==> src/rtl/game_countdown_timer.sv <==
// Loadable, pausable BCD seconds countdown for a game round.
// Flags TimeUp once and holds Expired when the count reaches 00.
module game_countdown_timer #(
    parameter int CLOCK_FREQUENCY = 50000000,
    parameter int START_SECONDS   = 60
) (
    input  logic       ClockIn,
    input  logic       Reset,
    input  logic       Start,
    input  logic       Pause,
    input  logic [3:0] LoadTens,
    input  logic [3:0] LoadOnes,
    output logic [3:0] TensValue,
    output logic [3:0] OnesValue,
    output logic       Running,
    output logic       Expired,
    output logic       TimeUp
);

    localparam int PW = (CLOCK_FREQUENCY > 1) ? $clog2(CLOCK_FREQUENCY) : 1;
    localparam logic [PW-1:0] RELOAD = PW'(CLOCK_FREQUENCY - 1);
    localparam logic [3:0] START_TENS = 4'(START_SECONDS / 10);
    localparam logic [3:0] START_ONES = 4'(START_SECONDS % 10);

    typedef enum logic [1:0] {IDLE, RUN, PAUSE, EXPIRED} state_t;

    state_t        state, state_next;
    logic [3:0]    tens, ones, tens_next, ones_next;
    logic [PW-1:0] presc, presc_next;
    logic          time_up, time_up_next;
    logic [3:0]    load_tens, load_ones;

    function automatic logic [3:0] clamp_bcd(input logic [3:0] d);
        return (d > 4'd9) ? 4'd9 : d;
    endfunction

    assign load_tens = clamp_bcd(LoadTens);
    assign load_ones = clamp_bcd(LoadOnes);

    always_ff @(posedge ClockIn or posedge Reset) begin
        if (Reset) begin
            state   <= IDLE;
            tens    <= START_TENS;
            ones    <= START_ONES;
            presc   <= RELOAD;
            time_up <= 1'b0;
        end else begin
            state   <= state_next;
            tens    <= tens_next;
            ones    <= ones_next;
            presc   <= presc_next;
            time_up <= time_up_next;
        end
    end

    always_comb begin
        state_next   = state;
        tens_next    = tens;
        ones_next    = ones;
        presc_next   = presc;
        time_up_next = 1'b0;
        if (Start) begin
            tens_next  = load_tens;
            ones_next  = load_ones;
            presc_next = RELOAD;
            if (load_tens == 4'd0 && load_ones == 4'd0) begin
                state_next   = EXPIRED;
                time_up_next = 1'b1;
            end else begin
                state_next = RUN;
            end
        end else if (state == RUN || state == PAUSE) begin
            if (Pause) begin
                state_next = PAUSE;
            end else begin
                state_next = RUN;
                if (presc != '0) begin
                    presc_next = presc - 1'b1;
                end else begin
                    presc_next = RELOAD;
                    // One second elapsed: BCD borrow from tens when ones is 0
                    if (ones != 4'd0) begin
                        ones_next = ones - 4'd1;
                    end else if (tens != 4'd0) begin
                        ones_next = 4'd9;
                        tens_next = tens - 4'd1;
                    end
                    if (tens_next == 4'd0 && ones_next == 4'd0) begin
                        state_next   = EXPIRED;
                        time_up_next = 1'b1;
                    end
                end
            end
        end
    end

    always_comb begin
        TensValue = tens;
        OnesValue = ones;
        Running   = (state == RUN);
        Expired   = (state == EXPIRED);
        TimeUp    = time_up;
    end

endmodule

==> config.mk <==
export PLATFORM = sky130hd
export DESIGN_NAME = game_countdown_timer
export DESIGN_NICKNAME = d
export VERILOG_FILES = /design/src/rtl/game_countdown_timer.sv
export SDC_FILE = /design/constraint.sdc
export NUM_CORES = 1
export LEC_CHECK = 0
export BUFFER_PORTS_ARGS = -buffer_cell sky130_fd_sc_hd__buf_2
export CORE_MARGIN = 2
export CORE_UTILIZATION = 58
export DETAILED_ROUTE_END_ITERATION = 8
export PLACE_DENSITY = 0.78
export SLEW_MARGIN = 20
export SYNTH_ARGS = -nofsm -noshare
export SYNTH_HDL_FRONTEND = slang
export SYNTH_SLANG_ARGS = --single-unit
==> constraint.sdc <==
create_clock -name ClockIn -period 3.1 [get_ports ClockIn]
set_clock_uncertainty 0.1 [all_clocks]
set_input_delay 0.155 -clock ClockIn [delete_from_list [all_inputs] [get_ports ClockIn]]
set_output_delay 0.155 -clock ClockIn [all_outputs]
set_load 0.02 [all_outputs]
Yosys cells after proc, flatten, opt, wreduce, memory -nomap -nowiden
Index checks and enable logic that the tools add are counted.
- input bits: 12
- output and inout port bits: 11
- register bits after elaboration: 37
- logic and storage cells: 66
- muxes and demuxes: 38
- reductions and logical operators: 13
- equality and inequality tests: 5
- add/subtract/negate cells: 3
- order comparisons: 2
- operators with widths (operator ; number):
    $mux 26 ; 4
    $mux 4 ; 22
    $reduce_bool 26->1 ; 1
    $sub 26x1->26 const B ; 1
    $logic_not 4->1 ; 4
    $mux 2 ; 6
    $gt 4x4->1 const B ; 2
    $reduce_bool 4->1 ; 2
    $sub 4x1->4 const B ; 2
    $mux 1 ; 6
    $eq 2x2->1 const B ; 2
    $ne 2x2->1 const B ; 2
    $reduce_and 3->1 ; 1
    $eq 2x1->1 const B ; 1
    $logic_and 1x1->1 ; 2
    $reduce_and 2->1 ; 1
    $reduce_bool 2->1 ; 1
    $logic_or 1x1->1 ; 1

Longest topological paths before layout
Gate-level depths: netlist of run 1.
- depth after elaboration: 14
- mapped depth: 8
- mapped depth without buffers: 7

Worst setup path after synthesis of run 1
Ideal clock, no wire load.
- kind: register to register
- start point: register ones[0] (netlist: OnesValue[0])
- end point: register tens[1] (netlist: TensValue[1])
- required time: 2.922 ns
- stages on the path, launching flop included: 8
- clock period less this slack: 2.153 ns
- arrival: 1.975 ns
- library setup time: 0.078 ns
- setup slack: 0.947 ns
- buffers on the path: 0
- cell sequence: dfrtp_1 -> inv_1 -> ha_1 -> nor3b_2 -> nand3b_1 -> nor4_2 -> mux2_1 -> o22ai_1
- word-level cells in the longest chain between the ends: 10
- ends and longest elaborated chain (element ; line ; text):
    start: declaration ; 28 ; logic [3:0] tens, ones, tens_next, ones_next;
    start signal: assignment ; 50 ; ones <= ones_next;
    $reduce_bool 4->1 ; 82 ; if (ones != 4'd0) begin
    $mux 4 ; 82 ;
    $mux 4 ; 77 ; if (presc != '0) begin
    $mux 4 ; 73 ; if (Pause) begin
    $mux 4 ; 72 ; end else if (state == RUN || state == PAUSE) begin
    $mux 4 ; 62 ; if (Start) begin
    $mux 4 ; 77 ;
    $mux 4 ; 73 ;
    $mux 4 ; 72 ;
    $mux 4 ; 62 ;
    end signal: assignment ; 49 ; tens <= tens_next;
    end: declaration ; 28 ;
Every way passes these cells. The select of a mux whose other input is x is not followed.
A chain may end at the register's enable or synchronous reset.

Worst setup path in the final report of run 1
- start point: register presc[8]
- end point: register tens[1] (netlist: TensValue[1])
- word-level cells in the longest chain between the ends: 3
- ends and longest elaborated chain (element ; line ; text):
    start: declaration ; 29 ; logic [PW-1:0] presc, presc_next;
    start signal: assignment ; 51 ; presc <= presc_next;
    $reduce_bool 26->1 ; 77 ;
    $ne 2x2->1 (no source line) ; - ;
    $reduce_and 3->1 (no source line) ; - ;
Every way passes these cells.

==> results by group, run 1 <==
Outcome
  • Status: completed

Timing
  • F_max: 0.345 GHz
  • Worst setup margin: 0.199 ns
  • Slew of the pin with the lowest slew margin: approximately 0.6 ns
  • Slew Limit Headroom: 59.3%
  • Fin crit share: 93.6%
  • RSZ-0062 raised after global routing: no
  • Max Slew Vio Count: 0
  • Setup TNS: 0 ns
  • Minimum clock period: 2.90 ns
  • Hold Vio Cnt, Final: 0
  • Setup-failing EPs final: 0

Placement
  • Routability cong.: 0.835
  • Pre-CTS WS: slightly below 0.7 ns
  • Cells after DPL: 304
  • Detailed placement HPWL: approximately 3.5 mm
  • I/O Buffers: 22

Worst setup path
  • Worst r2r dst: TensValue[1]
  • Worst setup path category: reg -> reg
  • CP startpoint kind: register
  • Reg2reg start: presc[8]
  • Critical path endpoint category: register
  • FF-to-FF path depth: 6
  • Worst reg2reg setup slack: just under 0.2 ns
  • CP max FO: 9
  • CP Data Arrival Time: around 3.0 ns
  • CP required: 3.23 ns

Clock network
  • Clk_lat worst skew: approximately 0.29 ns
  • CTS Buf Count: 5
  • Clock net sink count: 37
  • CTS tree: done
  • Clk buf depth: 2
  • Root Driver: clkbuf_8
  • H-tree level count: 2
  • Clk slew on worst S/H paths: 0.07 ns
  • Setup Buffers After CTS: 0

Floorplan
  • # rows: 22
  • Die width: 67.2 um
  • CORE AREA: 0.00374 mm^2
  • Initial core utilization: 62.0%
  • Ports: 23
  • Die footprint: 0.00452 mm^2
  • Die Y: 67.2 um

Pwr
  • P per Cell Area: 461 mW/mm^2
  • VDD IR max: 273 uV
  • Static Leak: 0.979 nW

Final layout
  • P&R area growth vs syn: 14.5%
  • Post-layout nets: approximately 290
  • Util after Layout: 71.0%
  • Finished Layout Cells: 317
  • N_diodes: 0
  • Layout cells sized above 1: 26.8%

Synthesis
  • Post-Syn Nets: 256
  • Syn Area/Cell: 9.75 um^2
  • Ys Warns: 0
  • Simple-gate area share of the yosys netlist: 31.0%
  • Number of synthesized register bits: 37
  • Area fraction in compound gates after synthesis: 10.5%
  • Post-Syn Instances: 238
  • Sequential share of the synthesized area: between 40% and 50%
  • Post-synthesis mux area share: 2.21%
  • Netlist Area Pre-Place: 0.00232 mm^2
  • Main synth FF type: dfstp_2
  • Async S/R FF share, synth: 100%
  • Post-synthesis adder-cell area fraction: 3.24%
  • Yosys cell types: 52
  • Xor/xnor cell area share of the yosys netlist: about 8.7%
  • Largest family of logic cells by synthesized area: simple AND/OR/NAND/NOR gates
  • Post-synth EDFFs: 0

Hold path
  • WHS Path Cells: 3
  • HP Start: LoadOnes[2]
  • Hold crit path type: in -> reg
  • Hold endpoint: OnesValue[2]

Global route
  • Vias in the first global route: 1,867
  • Total track usage: 25.0%
  • First-pass GRT wire length: 8.56 mm
  • Initial antenna violation count: 0
  • Gr ovfl total: 0
  • Largest net degree at the start of global routing: 30

Detailed routing
  • DRC: 0
  • DRT iter0 DRCs: 120
  • First-pass detailed-route iteration total: 4
  • Via/cell ratio: ~5.9
  • Post-route ant nets: 0
  • Total wire length: a little under 5 mm
  • WL/cell: roughly 15 um
  • Via count: 1,860

Run
  • MaxCap Viol Count: 0
-- registers in the layout, summed over array words and instances (netlist names) --
| signal | flops |
|---|---|
| presc | 26 |
| OnesValue | 4 |
| TensValue | 4 |
| state | 2 |
| TimeUp | 1 |
-- Yosys cell counts (all sizes together), types with 2 or more instances --
cell type	instances	area, um^2
nand2	29	109
nor2	24	90.1
dfstp	20	526
xnor2	19	166
nor3	18	121
dfrtp	17	425
nor4	13	143
inv	11	41.3
o21ai	8	40.0
nand3b	7	52.6
ha	6	75.1
a21oi	4	20.0
buf	4	26.3
mux2i	4	40.0
nand4	4	40.0
nor3b	4	35.0
or3	4	30.0
xor2	4	35.0
clkbuf	3	11.3
nand3	3	20.0
o22ai	3	18.8
a211o	2	17.5
a311oi	2	17.5
nand2b	2	12.5
nor2b	2	12.5
nor4b	2	17.5
o2111ai	2	41.3
o211ai	2	15.0
o31ai	2	15.0
or2	2	12.5
or4	2	15.0
-- power breakdown --
part / switching (mW) / internal (mW) / total (mW)
clock network: 0.173 / 0.262 / 0.436
logic: 0.150 / 0.0893 / 0.239
registers: 0.0297 / 0.519 / 0.549
-- metrics by stage --
| stage | total power, mW | hold slack [ns] | cell area [um^2] |
|---|---|---|---|
| final | 1.22 | 0.00240 | 2660 |
| after global routing | 1.29 | 0.0405 | 2660 |
| after CTS | 1.23 | 0.00329 | 2630 |
| after detailed placement | 0.791 | 0.260 | 2470 |
| after global placement | 0.783 | 0.258 | 2470 |
| after floorplan | 0.724 | 0.109 | 2320 |
-- per-layer routing --
layer | GRT usage (%) | routed length (um)
met5 | 0 | 0
met1 | 34.4 | 2300
met3 | 4.17 | 197
met2 | 39.5 | 2240
met4 | 9.44 | 107
-- how the worst max path moves through the flow --
stage,from,end
2_1_floorplan,OnesValue[0],TensValue[1]
3_3_place_gp,presc[8],TensValue[1]
3_5_place_dp,state[0],presc[20]
4_1_cts,presc[8],TensValue[1]
5_1_grt,state[0],TensValue[1]
6_report,presc[8],TensValue[1]
-- area by class of cell --
type                    count  area, um^2
repair buffers             30         183
inverters                  11        41.3
clock buffers               7        86.3
clock inverters             1        30.0
multi-input cells         183        1310
well taps                  48        60.1
flip-flops and latches     37         951
fillers                   307        1090
-- cell usage in the layout, fill, tap and decap left out, drive strengths merged, types with 5 or more instances in the layout --
cell | Yosys | layout
nor4 | 13 | 13
dfrtp | 17 | 17
nand3b | 7 | 7
buf | 4 | 25
o21ai | 8 | 8
dfstp | 20 | 20
nand2 | 29 | 29
dlygate4sd3 | 0 | 5
inv | 11 | 11
xnor2 | 19 | 19
nor2 | 24 | 24
nor3 | 18 | 18
clkbuf | 3 | 7
ha | 6 | 6
-- critical path: stages, from the launching register on --
cell,delay [ns]
dfrtp_1,0.50
nor4_4,0.46
nand3_2,0.27
nor4_2,0.44
mux2_1,0.36
o22ai_1,0.14
dlygate4sd3_1,0.57
-- repair_timing --
action                                  in CTS  in global routing
endpoints found under the hold margin        3                 17
hold buffers                                 4                  1
gates resized for setup                      0                  2
endpoints found under the setup margin       0                  1
-- cells by family (layout without fill, tap and decap cells) --
| group | Yosys count | after routing |
|---|---|---|
| AND/OR/NAND/NOR | 117 | 117 |
| adder cells (fa/ha/maj) | 6 | 6 |
| multiplexers | 5 | 5 |
| XOR/XNOR | 23 | 23 |
| buffers and inverters | 18 | 49 |
| flip-flops | 37 | 37 |
| AO/OA/AOI/OAI | 32 | 32 |
Note: power is estimated with default switching activity, not from simulation.
==> inputs of run 2 (changes only) <==
--- a/config.mk
+++ b/config.mk
@@ -9,7 +9,7 @@
 export CORE_MARGIN = 2
 export CORE_UTILIZATION = 58
 export DETAILED_ROUTE_END_ITERATION = 8
-export PLACE_DENSITY = 0.78
+export PLACE_DENSITY_LB_ADDON = 0.25
 export SLEW_MARGIN = 20
 export SYNTH_ARGS = -nofsm -noshare
 export SYNTH_HDL_FRONTEND = slang
==> results by group, run 2 (synthesis gave the netlist of run 1 again) <==
Timing
  • Minimum clock period: 2.82 ns (was 2.90 ns)
  • Fin crit share: 90.8% (was 93.6%)
  • Setup TNS: 0 ns (unchanged)
  • Worst setup margin: 0.284 ns (was 0.199 ns)
  • Slew Limit Headroom: 60.3% (was 59.3%)
  • Slew of the pin with the lowest slew margin: 0.593 ns (was 0.608 ns)
  • Setup-failing EPs final: 0 (unchanged)
  • F_max: 0.355 GHz (was 0.345 GHz)
  • Max Slew Vio Count: 0 (unchanged)
  • Hold Vio Cnt, Final: 0 (unchanged)
  • RSZ-0062 raised after global routing: no (unchanged)

Placement
  • Detailed placement HPWL: 3.55 mm (was 3.46 mm)
  • Pre-CTS WS: 0.746 ns (was 0.681 ns)
  • I/O Buffers: 22 (unchanged)
  • Routability cong.: 0.829 (was 0.835)

Global route
  • Gr ovfl total: 0 (unchanged)
  • Largest net degree at the start of global routing: 30 (unchanged)
  • Vias in the first global route: 1,788 (was 1,867)
  • Total track usage: 25.4% (was 25.0%)
  • Initial antenna violation count: 0 (unchanged)
  • First-pass GRT wire length: 8.52 mm (was 8.56 mm)

Clock network
  • Setup Buffers After CTS: 0 (unchanged)
  • Clk_lat worst skew: 0.30 ns (was 0.29 ns)
  • H-tree level count: 2 (unchanged)
  • Root Driver: clkbuf_8 (unchanged)
  • Clock net sink count: 37 (unchanged)
  • Clk slew on worst S/H paths: 0.08 ns (was 0.07 ns)
  • CTS Buf Count: 5 (unchanged)
  • CTS tree: done (unchanged)
  • Clk buf depth: 2 (unchanged)

Final layout
  • Layout cells sized above 1: 27.1% (was 26.8%)
  • N_diodes: 0 (unchanged)
  • Post-layout nets: 286 (unchanged)
  • Max reg flops: 26 (unchanged)
  • Leading cell type in the layout, fill and taps excluded: nand2_1 (unchanged)
  • Multi-input logic area: 0.00130 mm^2 (was 0.00131 mm^2)
  • Most flops, register: presc (unchanged)
  • FILL cells: 296 (was 307)
  • Most frequent cells in the layout: nand2_1 (29), nor2_1 (24), buf_2 (22) (unchanged)
  • Sequential cell area: 951 um^2 (unchanged)
  • P&R area growth vs syn: 14.9% (was 14.5%)

Detailed routing
  • WL/cell: 15.7 um (was 15.3 um)
  • Post-route ant nets: 0 (unchanged)
  • DRT iter0 DRCs: 114 (was 120)
  • First-pass detailed-route iteration total: 4 (unchanged)
  • Total wire length: 4.97 mm (was 4.84 mm)
  • Via count: 1,858 (was 1,860)
  • Via/cell ratio: 5.86 (was 5.87)
  • DRC: 0 (unchanged)

Worst setup path
  • Critical path endpoint category: register (unchanged)
  • CP Data Arrival Time: 2.96 ns (was 3.04 ns)
  • Worst setup path category: reg -> reg (unchanged)
  • CP required: 3.25 ns (was 3.23 ns)
  • CP max FO: 8 (was 9)
  • CP startpoint kind: register (unchanged)

Floorplan
  • CORE AREA: 0.00374 mm^2 (unchanged)
  • Die Y: 67.2 um (unchanged)
  • Initial core utilization: 62.0% (unchanged)
  • Die footprint: 0.00452 mm^2 (unchanged)
  • Die width: 67.2 um (unchanged)
  • Ports: 23 (unchanged)
  • # rows: 22 (unchanged)

Outcome
  • Status: completed (unchanged)

Pwr
  • Static Leak: 0.988 nW (was 0.979 nW)
  • P per Cell Area: 487 mW/mm^2 (was 461 mW/mm^2)
  • VDD IR max: 279 uV (was 273 uV)

Run
  • MaxCap Viol Count: 0 (unchanged)

Hold path
  • Hold crit path type: in -> reg (unchanged)
==> run 2: path summary, 6_finish.rpt <==
| kind | start | slack, ns | end | depth (start not counted) |
|---|---|---|---|---|
| hold reg to reg | state[0] | 0.44 | state[0] | 1 |
| min in group asynchronous | Reset | 0.37 | presc[10] | 3 |
| setup reg to reg | OnesValue[0] | 0.28 | TensValue[1] | 8 |
| hold / removal | LoadOnes[3] | 0.02 | OnesValue[3] | 3 |
| setup / recovery | OnesValue[0] | 0.28 | TensValue[1] | 8 |
| max in group asynchronous | Reset | 1.87 | presc[21] | 4 |
==> run 2: area by class of cell <==
cell class	count	area share (%)
multi-input combinational	183	48.6
clock buffer	5	2.58
inverter	11	1.55
timing repair buffer	30	6.85
sequential	37	35.7
clock inverter	3	2.44
tap	48	2.25
==> run 2: what timing repair did <==
action                     CTS  global route
setup endpoints to repair    0             1
hold buffers                 4             1
hold endpoints to repair     3            17
resized for setup            0             1
==> run 2: metal layers <==
layer,vias up,GRT usage (%),part of all wire [%]
met2,40,38.6,47
met5,-,0,0
li1,908,-,-
met4,0,9.44,1.5
met1,902,36.3,48
met3,8,4.50,3.6
==> run 2: where the power goes <==
part	leakage [nW]	switching, mW	internal, mW	total (mW)
combinational	0.490	0.154	0.0903	0.244
sequential	0.430	0.0306	0.519	0.550
clock	0.0681	0.184	0.320	0.503
==> run 2: critical path: stages, from the launching register on <==
cell	delay, ns
dfrtp_1	0.46
inv_1	0.09
ha_1	0.27
nor3b_4	0.38
nand3b_1	0.14
nor4_2	0.27
mux2_1	0.36
o22ai_1	0.14
dlygate4sd3_1	0.57
==> run 2: stage by stage <==
stage	hold slack (ns)	total power [mW]	util, %	cell area, um^2	cells
after floorplan	0.109	0.724	-	2320	238
after global placement	0.260	0.787	66.1	2470	304
after detailed placement	0.269	0.795	66.1	2470	304
after CTS	0.00963	1.30	70.8	2650	316
after global routing	0.0424	1.36	71.2	2670	317
final	0.0178	1.30	71.2	2670	317
